## config.mk

```make
export PLATFORM = sky130hd
export DESIGN_NAME = ddr3_app_sequencer_flat
export DESIGN_NICKNAME = d
export VERILOG_FILES = /design/src/rtl/ddr3_app_sequencer_if.sv /design/src/rtl/ddr3_app_sequencer.sv /design/src/flat_wrapper.sv
export SDC_FILE = /design/constraint.sdc
export NUM_CORES = 1
export LEC_CHECK = 0
export CORE_AREA = 3 3 240 242
export DETAILED_ROUTE_END_ITERATION = 12
export DIE_AREA = 0 0 243 245
export DONT_BUFFER_PORTS = 1
export SYNTH_ARGS = -nofsm -noshare
export SYNTH_HDL_FRONTEND = slang
export SYNTH_SLANG_ARGS = --single-unit
```

## constraint.sdc

```tcl
create_clock -name clk_166M66 -period 1.7 [get_ports clk_166M66]
set_input_delay 0.34 -clock clk_166M66 [delete_from_list [all_inputs] [get_ports clk_166M66]]
set_output_delay 0.34 -clock clk_166M66 [all_outputs]
set_load 0.02 [all_outputs]
```

## src/rtl/ddr3_app_sequencer_if.sv

```systemverilog
// Bus bundles for the DDR3 app sequencer: MCU request/response port and MIG app port.
// master drives requests (MCU) or commands (sequencer); slave is the responding side.
interface ddr3_mcu_if #(
    parameter int ADDR_WIDTH = 28,
    parameter int DATA_WIDTH = 128,
    parameter int MASK_WIDTH = 16
);
    logic                  i_req_valid;
    logic                  o_req_ready;
    logic                  i_req_rw;
    logic [ADDR_WIDTH-1:0] i_req_addr;
    logic [DATA_WIDTH-1:0] i_req_wdata;
    logic [MASK_WIDTH-1:0] i_req_mask;
    logic                  o_rsp_valid;
    logic [DATA_WIDTH-1:0] o_rsp_rdata;
    logic                  o_rsp_error;

    modport master (
        output i_req_valid, i_req_rw, i_req_addr, i_req_wdata, i_req_mask,
        input  o_req_ready, o_rsp_valid, o_rsp_rdata, o_rsp_error
    );

    modport slave (
        input  i_req_valid, i_req_rw, i_req_addr, i_req_wdata, i_req_mask,
        output o_req_ready, o_rsp_valid, o_rsp_rdata, o_rsp_error
    );
endinterface

interface ddr3_app_if #(
    parameter int ADDR_WIDTH = 28,
    parameter int DATA_WIDTH = 128,
    parameter int MASK_WIDTH = 16
);
    logic                  i_init_calib_complete;
    logic [ADDR_WIDTH-1:0] o_app_addr;
    logic [2:0]            o_app_cmd;
    logic                  o_app_en;
    logic                  i_app_rdy;
    logic [DATA_WIDTH-1:0] o_app_wdf_data;
    logic [MASK_WIDTH-1:0] o_app_wdf_mask;
    logic                  o_app_wdf_wren;
    logic                  o_app_wdf_end;
    logic                  i_app_wdf_rdy;
    logic [DATA_WIDTH-1:0] i_app_rd_data;
    logic                  i_app_rd_data_valid;
    logic                  i_app_rd_data_end;

    modport master (
        output o_app_addr, o_app_cmd, o_app_en, o_app_wdf_data, o_app_wdf_mask,
               o_app_wdf_wren, o_app_wdf_end,
        input  i_init_calib_complete, i_app_rdy, i_app_wdf_rdy, i_app_rd_data,
               i_app_rd_data_valid, i_app_rd_data_end
    );

    modport slave (
        input  o_app_addr, o_app_cmd, o_app_en, o_app_wdf_data, o_app_wdf_mask,
               o_app_wdf_wren, o_app_wdf_end,
        output i_init_calib_complete, i_app_rdy, i_app_wdf_rdy, i_app_rd_data,
               i_app_rd_data_valid, i_app_rd_data_end
    );
endinterface

```

## src/rtl/ddr3_app_sequencer.sv

```systemverilog
// Single-outstanding MCU-to-MIG app sequencer: one 128-bit read or write at a time,
// registered outputs, and a per-state watchdog that turns a stall into an error response.
module ddr3_app_sequencer #(
    parameter int ADDR_WIDTH     = 28,
    parameter int DATA_WIDTH     = 128,
    parameter int MASK_WIDTH     = 16,
    parameter int TIMEOUT_CYCLES = 1023
) (
    input  logic        clk_166M66,
    input  logic        mcu_sys_rst_n,
    ddr3_mcu_if.slave   mcu,
    ddr3_app_if.master  app
);
    localparam int WD_WIDTH = $clog2(TIMEOUT_CYCLES + 1);
    localparam logic [WD_WIDTH-1:0] WD_LAST = WD_WIDTH'(TIMEOUT_CYCLES - 1);
    localparam logic [WD_WIDTH-1:0] WD_ONE  = WD_WIDTH'(1);
    localparam logic [2:0] CMD_WRITE = 3'b000;
    localparam logic [2:0] CMD_READ  = 3'b001;

    typedef enum logic [2:0] {
        IDLE, W_DATA, W_CMD, R_CMD, R_WAIT, RESP
    } state_t;

    state_t                state_reg, state_next;
    logic [WD_WIDTH-1:0]   wd_reg, wd_next;
    logic                  req_ready_reg, req_ready_next;
    logic                  rsp_valid_reg, rsp_valid_next;
    logic                  rsp_error_reg, rsp_error_next;
    logic [DATA_WIDTH-1:0] rsp_rdata_reg, rsp_rdata_next;
    logic [ADDR_WIDTH-1:0] app_addr_reg, app_addr_next;
    logic [2:0]            app_cmd_reg, app_cmd_next;
    logic                  app_en_reg, app_en_next;
    logic [DATA_WIDTH-1:0] wdf_data_reg, wdf_data_next;
    logic [MASK_WIDTH-1:0] wdf_mask_reg, wdf_mask_next;
    logic                  wdf_wren_reg, wdf_wren_next;
    logic                  wdf_end_reg, wdf_end_next;
    logic                  fire_timeout;

    always_ff @(posedge clk_166M66 or negedge mcu_sys_rst_n) begin
        if (!mcu_sys_rst_n) begin
            state_reg     <= IDLE;
            wd_reg        <= '0;
            req_ready_reg <= 1'b0;
            rsp_valid_reg <= 1'b0;
            rsp_error_reg <= 1'b0;
            rsp_rdata_reg <= '0;
            app_addr_reg  <= '0;
            app_cmd_reg   <= '0;
            app_en_reg    <= 1'b0;
            wdf_data_reg  <= '0;
            wdf_mask_reg  <= '0;
            wdf_wren_reg  <= 1'b0;
            wdf_end_reg   <= 1'b0;
        end else begin
            state_reg     <= state_next;
            wd_reg        <= wd_next;
            req_ready_reg <= req_ready_next;
            rsp_valid_reg <= rsp_valid_next;
            rsp_error_reg <= rsp_error_next;
            rsp_rdata_reg <= rsp_rdata_next;
            app_addr_reg  <= app_addr_next;
            app_cmd_reg   <= app_cmd_next;
            app_en_reg    <= app_en_next;
            wdf_data_reg  <= wdf_data_next;
            wdf_mask_reg  <= wdf_mask_next;
            wdf_wren_reg  <= wdf_wren_next;
            wdf_end_reg   <= wdf_end_next;
        end
    end

    // Strobes default low so every exit (handshake or timeout) drops them on the next edge.
    always_comb begin
        state_next     = state_reg;
        wd_next        = wd_reg;
        req_ready_next = 1'b0;
        rsp_valid_next = 1'b0;
        rsp_error_next = rsp_error_reg;
        rsp_rdata_next = rsp_rdata_reg;
        app_addr_next  = app_addr_reg;
        app_cmd_next   = app_cmd_reg;
        app_en_next    = 1'b0;
        wdf_data_next  = wdf_data_reg;
        wdf_mask_next  = wdf_mask_reg;
        wdf_wren_next  = 1'b0;
        wdf_end_next   = 1'b0;
        fire_timeout   = 1'b0;

        case (state_reg)
            IDLE: begin
                if (mcu.i_req_valid && req_ready_reg) begin
                    app_addr_next = mcu.i_req_addr;
                    wdf_data_next = mcu.i_req_wdata;
                    wdf_mask_next = mcu.i_req_mask;
                    wd_next       = '0;
                    if (mcu.i_req_rw) begin
                        state_next    = W_DATA;
                        app_cmd_next  = CMD_WRITE;
                        wdf_wren_next = 1'b1;
                        wdf_end_next  = 1'b1;
                    end else begin
                        state_next   = R_CMD;
                        app_cmd_next = CMD_READ;
                        app_en_next  = 1'b1;
                    end
                end else begin
                    req_ready_next = app.i_init_calib_complete;
                end
            end
            W_DATA: begin
                if (app.i_app_wdf_rdy) begin
                    state_next  = W_CMD;
                    app_en_next = 1'b1;
                    wd_next     = '0;
                end else if (wd_reg == WD_LAST) begin
                    fire_timeout = 1'b1;
                end else begin
                    wdf_wren_next = 1'b1;
                    wdf_end_next  = 1'b1;
                    wd_next       = wd_reg + WD_ONE;
                end
            end
            W_CMD: begin
                if (app.i_app_rdy) begin
                    state_next     = RESP;
                    rsp_valid_next = 1'b1;
                    rsp_error_next = 1'b0;
                    rsp_rdata_next = '0;
                    wd_next        = '0;
                end else if (wd_reg == WD_LAST) begin
                    fire_timeout = 1'b1;
                end else begin
                    app_en_next = 1'b1;
                    wd_next     = wd_reg + WD_ONE;
                end
            end
            R_CMD: begin
                if (app.i_app_rdy) begin
                    state_next = R_WAIT;
                    wd_next    = '0;
                end else if (wd_reg == WD_LAST) begin
                    fire_timeout = 1'b1;
                end else begin
                    app_en_next = 1'b1;
                    wd_next     = wd_reg + WD_ONE;
                end
            end
            R_WAIT: begin
                // A beat without end is not the final beat and is ignored.
                if (app.i_app_rd_data_valid && app.i_app_rd_data_end) begin
                    state_next     = RESP;
                    rsp_valid_next = 1'b1;
                    rsp_error_next = 1'b0;
                    rsp_rdata_next = app.i_app_rd_data;
                    wd_next        = '0;
                end else if (wd_reg == WD_LAST) begin
                    fire_timeout = 1'b1;
                end else begin
                    wd_next = wd_reg + WD_ONE;
                end
            end
            RESP: begin
                state_next     = IDLE;
                req_ready_next = app.i_init_calib_complete;
                wd_next        = '0;
            end
            default: begin
                state_next = IDLE;
                wd_next    = '0;
            end
        endcase

        if (fire_timeout) begin
            state_next     = RESP;
            rsp_valid_next = 1'b1;
            rsp_error_next = 1'b1;
            rsp_rdata_next = '0;
            wd_next        = '0;
        end
    end

    assign mcu.o_req_ready    = req_ready_reg;
    assign mcu.o_rsp_valid    = rsp_valid_reg;
    assign mcu.o_rsp_rdata    = rsp_rdata_reg;
    assign mcu.o_rsp_error    = rsp_error_reg;
    assign app.o_app_addr     = app_addr_reg;
    assign app.o_app_cmd      = app_cmd_reg;
    assign app.o_app_en       = app_en_reg;
    assign app.o_app_wdf_data = wdf_data_reg;
    assign app.o_app_wdf_mask = wdf_mask_reg;
    assign app.o_app_wdf_wren = wdf_wren_reg;
    assign app.o_app_wdf_end  = wdf_end_reg;
endmodule

```

## src/flat_wrapper.sv

```systemverilog
// flat-port wrapper written by rule: the top's interface ports become plain ports
module ddr3_app_sequencer_flat 
#(
    parameter int ADDR_WIDTH     = 28,
    parameter int DATA_WIDTH     = 128,
    parameter int MASK_WIDTH     = 16,
    parameter int TIMEOUT_CYCLES = 1023
)
  (clk_166M66, mcu_sys_rst_n, mcu_i_req_valid, mcu_i_req_rw, mcu_i_req_addr, mcu_i_req_wdata, mcu_i_req_mask, mcu_o_req_ready, mcu_o_rsp_valid, mcu_o_rsp_rdata, mcu_o_rsp_error, app_o_app_addr, app_o_app_cmd, app_o_app_en, app_o_app_wdf_data, app_o_app_wdf_mask, app_o_app_wdf_wren, app_o_app_wdf_end, app_i_init_calib_complete, app_i_app_rdy, app_i_app_wdf_rdy, app_i_app_rd_data, app_i_app_rd_data_valid, app_i_app_rd_data_end);
  ddr3_mcu_if #(.ADDR_WIDTH(ADDR_WIDTH), .DATA_WIDTH(DATA_WIDTH), .MASK_WIDTH(MASK_WIDTH)) mcu_i ();
  ddr3_app_if #(.ADDR_WIDTH(ADDR_WIDTH), .DATA_WIDTH(DATA_WIDTH), .MASK_WIDTH(MASK_WIDTH)) app_i ();
  input  logic clk_166M66;
  input  logic mcu_sys_rst_n;
  input wire logic [$bits(mcu_i.i_req_valid)-1:0] mcu_i_req_valid;
  input wire logic [$bits(mcu_i.i_req_rw)-1:0] mcu_i_req_rw;
  input wire logic [$bits(mcu_i.i_req_addr)-1:0] mcu_i_req_addr;
  input wire logic [$bits(mcu_i.i_req_wdata)-1:0] mcu_i_req_wdata;
  input wire logic [$bits(mcu_i.i_req_mask)-1:0] mcu_i_req_mask;
  output wire logic [$bits(mcu_i.o_req_ready)-1:0] mcu_o_req_ready;
  output wire logic [$bits(mcu_i.o_rsp_valid)-1:0] mcu_o_rsp_valid;
  output wire logic [$bits(mcu_i.o_rsp_rdata)-1:0] mcu_o_rsp_rdata;
  output wire logic [$bits(mcu_i.o_rsp_error)-1:0] mcu_o_rsp_error;
  output wire logic [$bits(app_i.o_app_addr)-1:0] app_o_app_addr;
  output wire logic [$bits(app_i.o_app_cmd)-1:0] app_o_app_cmd;
  output wire logic [$bits(app_i.o_app_en)-1:0] app_o_app_en;
  output wire logic [$bits(app_i.o_app_wdf_data)-1:0] app_o_app_wdf_data;
  output wire logic [$bits(app_i.o_app_wdf_mask)-1:0] app_o_app_wdf_mask;
  output wire logic [$bits(app_i.o_app_wdf_wren)-1:0] app_o_app_wdf_wren;
  output wire logic [$bits(app_i.o_app_wdf_end)-1:0] app_o_app_wdf_end;
  input wire logic [$bits(app_i.i_init_calib_complete)-1:0] app_i_init_calib_complete;
  input wire logic [$bits(app_i.i_app_rdy)-1:0] app_i_app_rdy;
  input wire logic [$bits(app_i.i_app_wdf_rdy)-1:0] app_i_app_wdf_rdy;
  input wire logic [$bits(app_i.i_app_rd_data)-1:0] app_i_app_rd_data;
  input wire logic [$bits(app_i.i_app_rd_data_valid)-1:0] app_i_app_rd_data_valid;
  input wire logic [$bits(app_i.i_app_rd_data_end)-1:0] app_i_app_rd_data_end;
  assign mcu_i.i_req_valid = mcu_i_req_valid;
  assign mcu_i.i_req_rw = mcu_i_req_rw;
  assign mcu_i.i_req_addr = mcu_i_req_addr;
  assign mcu_i.i_req_wdata = mcu_i_req_wdata;
  assign mcu_i.i_req_mask = mcu_i_req_mask;
  assign mcu_o_req_ready = mcu_i.o_req_ready;
  assign mcu_o_rsp_valid = mcu_i.o_rsp_valid;
  assign mcu_o_rsp_rdata = mcu_i.o_rsp_rdata;
  assign mcu_o_rsp_error = mcu_i.o_rsp_error;
  assign app_o_app_addr = app_i.o_app_addr;
  assign app_o_app_cmd = app_i.o_app_cmd;
  assign app_o_app_en = app_i.o_app_en;
  assign app_o_app_wdf_data = app_i.o_app_wdf_data;
  assign app_o_app_wdf_mask = app_i.o_app_wdf_mask;
  assign app_o_app_wdf_wren = app_i.o_app_wdf_wren;
  assign app_o_app_wdf_end = app_i.o_app_wdf_end;
  assign app_i.i_init_calib_complete = app_i_init_calib_complete;
  assign app_i.i_app_rdy = app_i_app_rdy;
  assign app_i.i_app_wdf_rdy = app_i_app_wdf_rdy;
  assign app_i.i_app_rd_data = app_i_app_rd_data;
  assign app_i.i_app_rd_data_valid = app_i_app_rd_data_valid;
  assign app_i.i_app_rd_data_end = app_i_app_rd_data_end;
  ddr3_app_sequencer #(.ADDR_WIDTH(ADDR_WIDTH), .DATA_WIDTH(DATA_WIDTH), .MASK_WIDTH(MASK_WIDTH), .TIMEOUT_CYCLES(TIMEOUT_CYCLES)) u_core (.clk_166M66(clk_166M66), .mcu_sys_rst_n(mcu_sys_rst_n), .mcu(mcu_i), .app(app_i));
endmodule
```

==> metrics.md, run 1 <==
| Metric | Value |
|---|---|
| Leak Pwr | `9.151 nW` |
| Cell count after synthesis | `around 1400` |
| Crit path capture | `u_core.mcu.o_rsp_rdata[74]` |
| CP Launch Type | `flip-flop` |
| First-pass GRT wire length | `72.31 mm` |
| Sinks on Clock Net | `~320` |
| Root Driver | `clkbuf_16` |
| Largest family of logic cells by synthesized area | `simple AND/OR/NAND/NOR gates` |
| Final RePlAce weighted congestion | `0.9049` |
| Hold Vio Cnt, Final | `319` |
| Critical Path Fanout Max | `7` |
| Failing checks | `negative hold slack, negative setup slack` |
| CTS tree | `yes` |
| Initial antenna violation count | `1` |
| Mux contribution to synthesized area | `less than 1%` |
| Kind of critical path | `flip-flop to flip-flop` |
| FMAX | `0.5626 GHz` |
| Post-DP HPWL | `30.42 mm` |
| Slew Limit Headroom | `30.39%` |
| Total grt overflow | `0` |
| Min Hold Slack | `-0.4871 ns` |
| Final slew viol count | `0` |
| Drt drc | `0` |
| Status | `finished, violations left` |
| Final worst path period share | `104.6%` |
| VDD IR max | `between 0.8 and 0.9 mV` |
| Total GRT Usage | `between 10% and 20%` |
| Pwr dens | `about 1700 nW/um2` |
| Yosys warns | `0` |
| Port Buffer Count | `0` |
| Data required time at the worst endpoint | `2.15 ns` |
| Worst path arrival time | `around 2.2 ns` |
| Seq cells post-synth | `319` |
| Critical R2R Launch | `u_core.state_reg[0]` |
| DR vias | `12075` |
| Post-synthesis compound-gate area fraction | `9.211%` |
| Antenna Violating Nets Remaining | `0` |
| Die height | `245 um` |
| Critical R2R Capture | `u_core.mcu.o_rsp_rdata[74]` |
| Crit path cell chain | `buf_6 -> buf_6 -> nor3_4 -> buf_6 -> clkbuf_16 -> clkbuf_16 -> nand3_2 -> a21oi_1` |
| Element type at the critical path end | `flip-flop` |
| Crit path top cell by count | `buf_6` |
| CP top delay family | `buffers and inverters` |
| Nets | `2093` |
| Post-synth top area share | `60.21%` |
| Post-CTS Hold Buffers | `298` |
| FP Rows | `86` |
| # IOs | `618` |
| Die Wd | `243 um` |
| Layout cell share with drive strength beyond 1 | `between 20% and 30%` |
| Final non-filler cell total | `2555` |
| Worst hold path type | `input port to asynchronous set/reset pin` |
| Reg2Reg Depth | `8` |
| Post-Synth Simple-Gate Area | `25.16%` |
| Worst-path clk slew | `0.07 ns` |
| Max-cap violations | `0` |
| Xor/xnor share of the synthesized area | `0%` |
| Final setup viols | `128` |
| Crit path from | `u_core.state_reg[0]` |
| Initial Utilization | `23.97%` |
| Routed len/inst | `20.14 um` |
| Yosys top cell by area | `dfrtp_1` |
| R2R Setup Slk | `-0.08 ns` |
| Fill cell total of the finished layout | `5242` |
| DR vias/cell | `4.726` |
| Crit path time final | `1.777 ns` |
| Cell variety after synth | `43` |
| Sequential share of the synthesized area | `approximately 60%` |
| Worst setup margin | `-0.07748 ns` |
| Clock Tree Buf Depth | `3` |
| Vias in the first global route | `12347` |
| First-pass detailed-route iteration total | `6` |
| Clock latency on the worst-skew pair | `0.53 ns` |
| Largest net degree at the start of global routing | `320` |
| RSZ-0062 raised after global routing | `yes` |
| Worst-Margin Slew | `1.044 ns` |
| WP depth | `8` |
| Synth top area cells | `dfrtp_1 (60%), nand2_1 (19%), a21oi_2 (6.6%), nand3_1 (5.1%), buf_2 (2.4%)` |
| Die area | `59540 um2` |
| Htree depth | `2` |
| TritonCTS buffer count | `35` |
| Drt total wl | `between 50 and 60 mm` |
| Netlist Area Pre-Place | `13260 um2` |
| Cells after DPL | `2144` |
| Initial DRC Count | `895` |
| Adder-cell area share of the yosys netlist | `less than 1%` |
| Clock skew | `between 0.01 and 0.015 ns` |
| Pre-CTS setup slack | `-0.1386 ns` |
| Slowest stage cell, crit path | `dfrtp_1` |
| Mapped Avg Cell Area | `~9.4 um2` |
| Area growth syn-to-layout | `52.47%` |
| CORE AREA | `55310 um2` |
| Critical Path Max Stage Delay | `0.42 ns` |
| Crit path buffers/inverters | `5` |
worst min path at each step:
stage / to / slack (ns) / cells after the start
final: u_core.mcu.o_rsp_rdata[106] / -0.49 / 0
after global routing: u_core.mcu.o_rsp_rdata[107] / -0.53 / 0
after CTS: u_core.mcu.o_rsp_rdata[104] / -0.54 / 0
after detailed placement: u_core.mcu.o_rsp_rdata[107] / 0.05 / 0
after global placement: u_core.mcu.o_rsp_rdata[106] / 0.05 / 0
after floorplan: u_core.app.o_app_addr[0] / 0.04 / 0
final cells by class:
class                   count  area, um2  share of cell area (%)
inverters                  10      37.54                  0.1857
multi-input cells         982       5142                   25.44
clock inverters            11      182.7                  0.9037
diodes                      2      5.005                 0.02476
clock buffers              49       1021                   5.051
repair buffers            434       4905                   24.26
well taps                 748      935.9                   4.630
flip-flops and latches    319       7985                   39.50
placed cells by master (no fill, tap or decap), drive strengths merged, types with 2 or more instances in the layout:
cell and n:
bufinv 5, a31oi 5, nand4 5, mux2i 2, and4 2, clkinv 5
a21boi 2, nand3 134, nand2b 3, dfrtp 319, diode 2, nor3 4
o22ai 5, nand3b 2, nor2b 2, dlygate4sd3 298, nor3b 2, a21o 3
nand2 657, a21oi 130, buf 120, ha 2, inv 10, o21ai 4
nor2 3, conb 2, clkbuf 65
worst reg2reg max path: stages, from the launching register on:
cell and delay (ns):
dfrtp_1 0.42, buf_6 0.15, buf_6 0.13, nor3_4 0.28
buf_6 0.15, clkbuf_16 0.16, clkbuf_16 0.17, nand3_2 0.08
a21oi_1 0.16
power by group:
part           internal [mW]  leakage, nW  total [mW]  switching (mW)
registers               10.8         4.17        17.9            7.07
logic                   4.44         4.39        9.23            4.79
clock network           4.94        0.591        8.07            3.13
total                   20.2         9.15        35.2            15.0
metrics by stage:
step	setup TNS, ns	hold WS (ns)	total power [mW]	util (%)	cell area (um2)
5_1_grt	-21.77	-0.5304	36.93	36.54	20210
6_report	-4.007	-0.4871	35.16	36.55	20210
2_1_floorplan	0	0.04441	21.21	-	13260
4_1_cts	-1.325	-0.5444	33.68	34.58	19130
3_5_place_dp	-12.04	0.05023	24.22	26.33	14560
3_3_place_gp	-2.129	0.05158	23.90	26.33	14560
repair_timing:
action | 4_1_cts | 5_1_grt
endpoints found under the hold margin | 618 | 319
pin swaps | 7 | 45
gates resized for setup | 29 | 153
cloned | 5 | 20
buffers inserted | 15 | 15
endpoints found under the setup margin | 300 | 299
layer usage:
metal / wire length [um] / track usage [%] / up-vias / share of wire [%]
met3: 4997 / 4.916 / 172 / 9.7
met4: 2178 / 7.047 / 0 / 4.2
met1: 18810 / 17.40 / 5875 / 37
met2: 25460 / 25.88 / 743 / 49
met5: 0 / 0 / - / 0
li1: - / - / 5285 / -
cell usage after synthesis (all sizes together):
cell type and number:
a2111oi 1, a211o 1, a211oi 1, a21boi 2
a21o 3, a21oi 130, a22o 1, a2bb2oi 1
a311o 1, a31oi 5, and3 1, and4 2
buf 85, clkbuf 18, conb 1, dfrtp 319
ha 2, inv 10, mux2i 2, nand2 657
nand2b 3, nand3 134, nand3b 2, nand4 5
nand4b 1, nor2 3, nor2b 2, nor3 4
nor3b 2, nor4b 1, o211ai 1, o21ai 4
o22ai 5, o32ai 1, or3 1, or3b 1
kinds of logic (layout without fill, tap and decap cells):
logic type	after synthesis	in the layout
flops	319	319
fa+ha+maj	2	2
other cells	1	4
buf+inv	113	504
mux	2	2
simple gates	819	819
compound gates	157	157
Note: power is estimated with default switching activity, not from simulation.
==> inputs of run 2 (changes only) <==
--- a/config.mk
+++ b/config.mk
@@ -5,6 +5,7 @@
 export SDC_FILE = /design/constraint.sdc
 export NUM_CORES = 1
 export LEC_CHECK = 0
+export ABC_CLOCK_PERIOD_IN_PS = 1700
 export CORE_AREA = 3 3 240 242
 export DETAILED_ROUTE_END_ITERATION = 12
 export DIE_AREA = 0 0 243 245
==> results of run 2 <==
The final DEF is identical to that of run 1; final timing and power are the same.
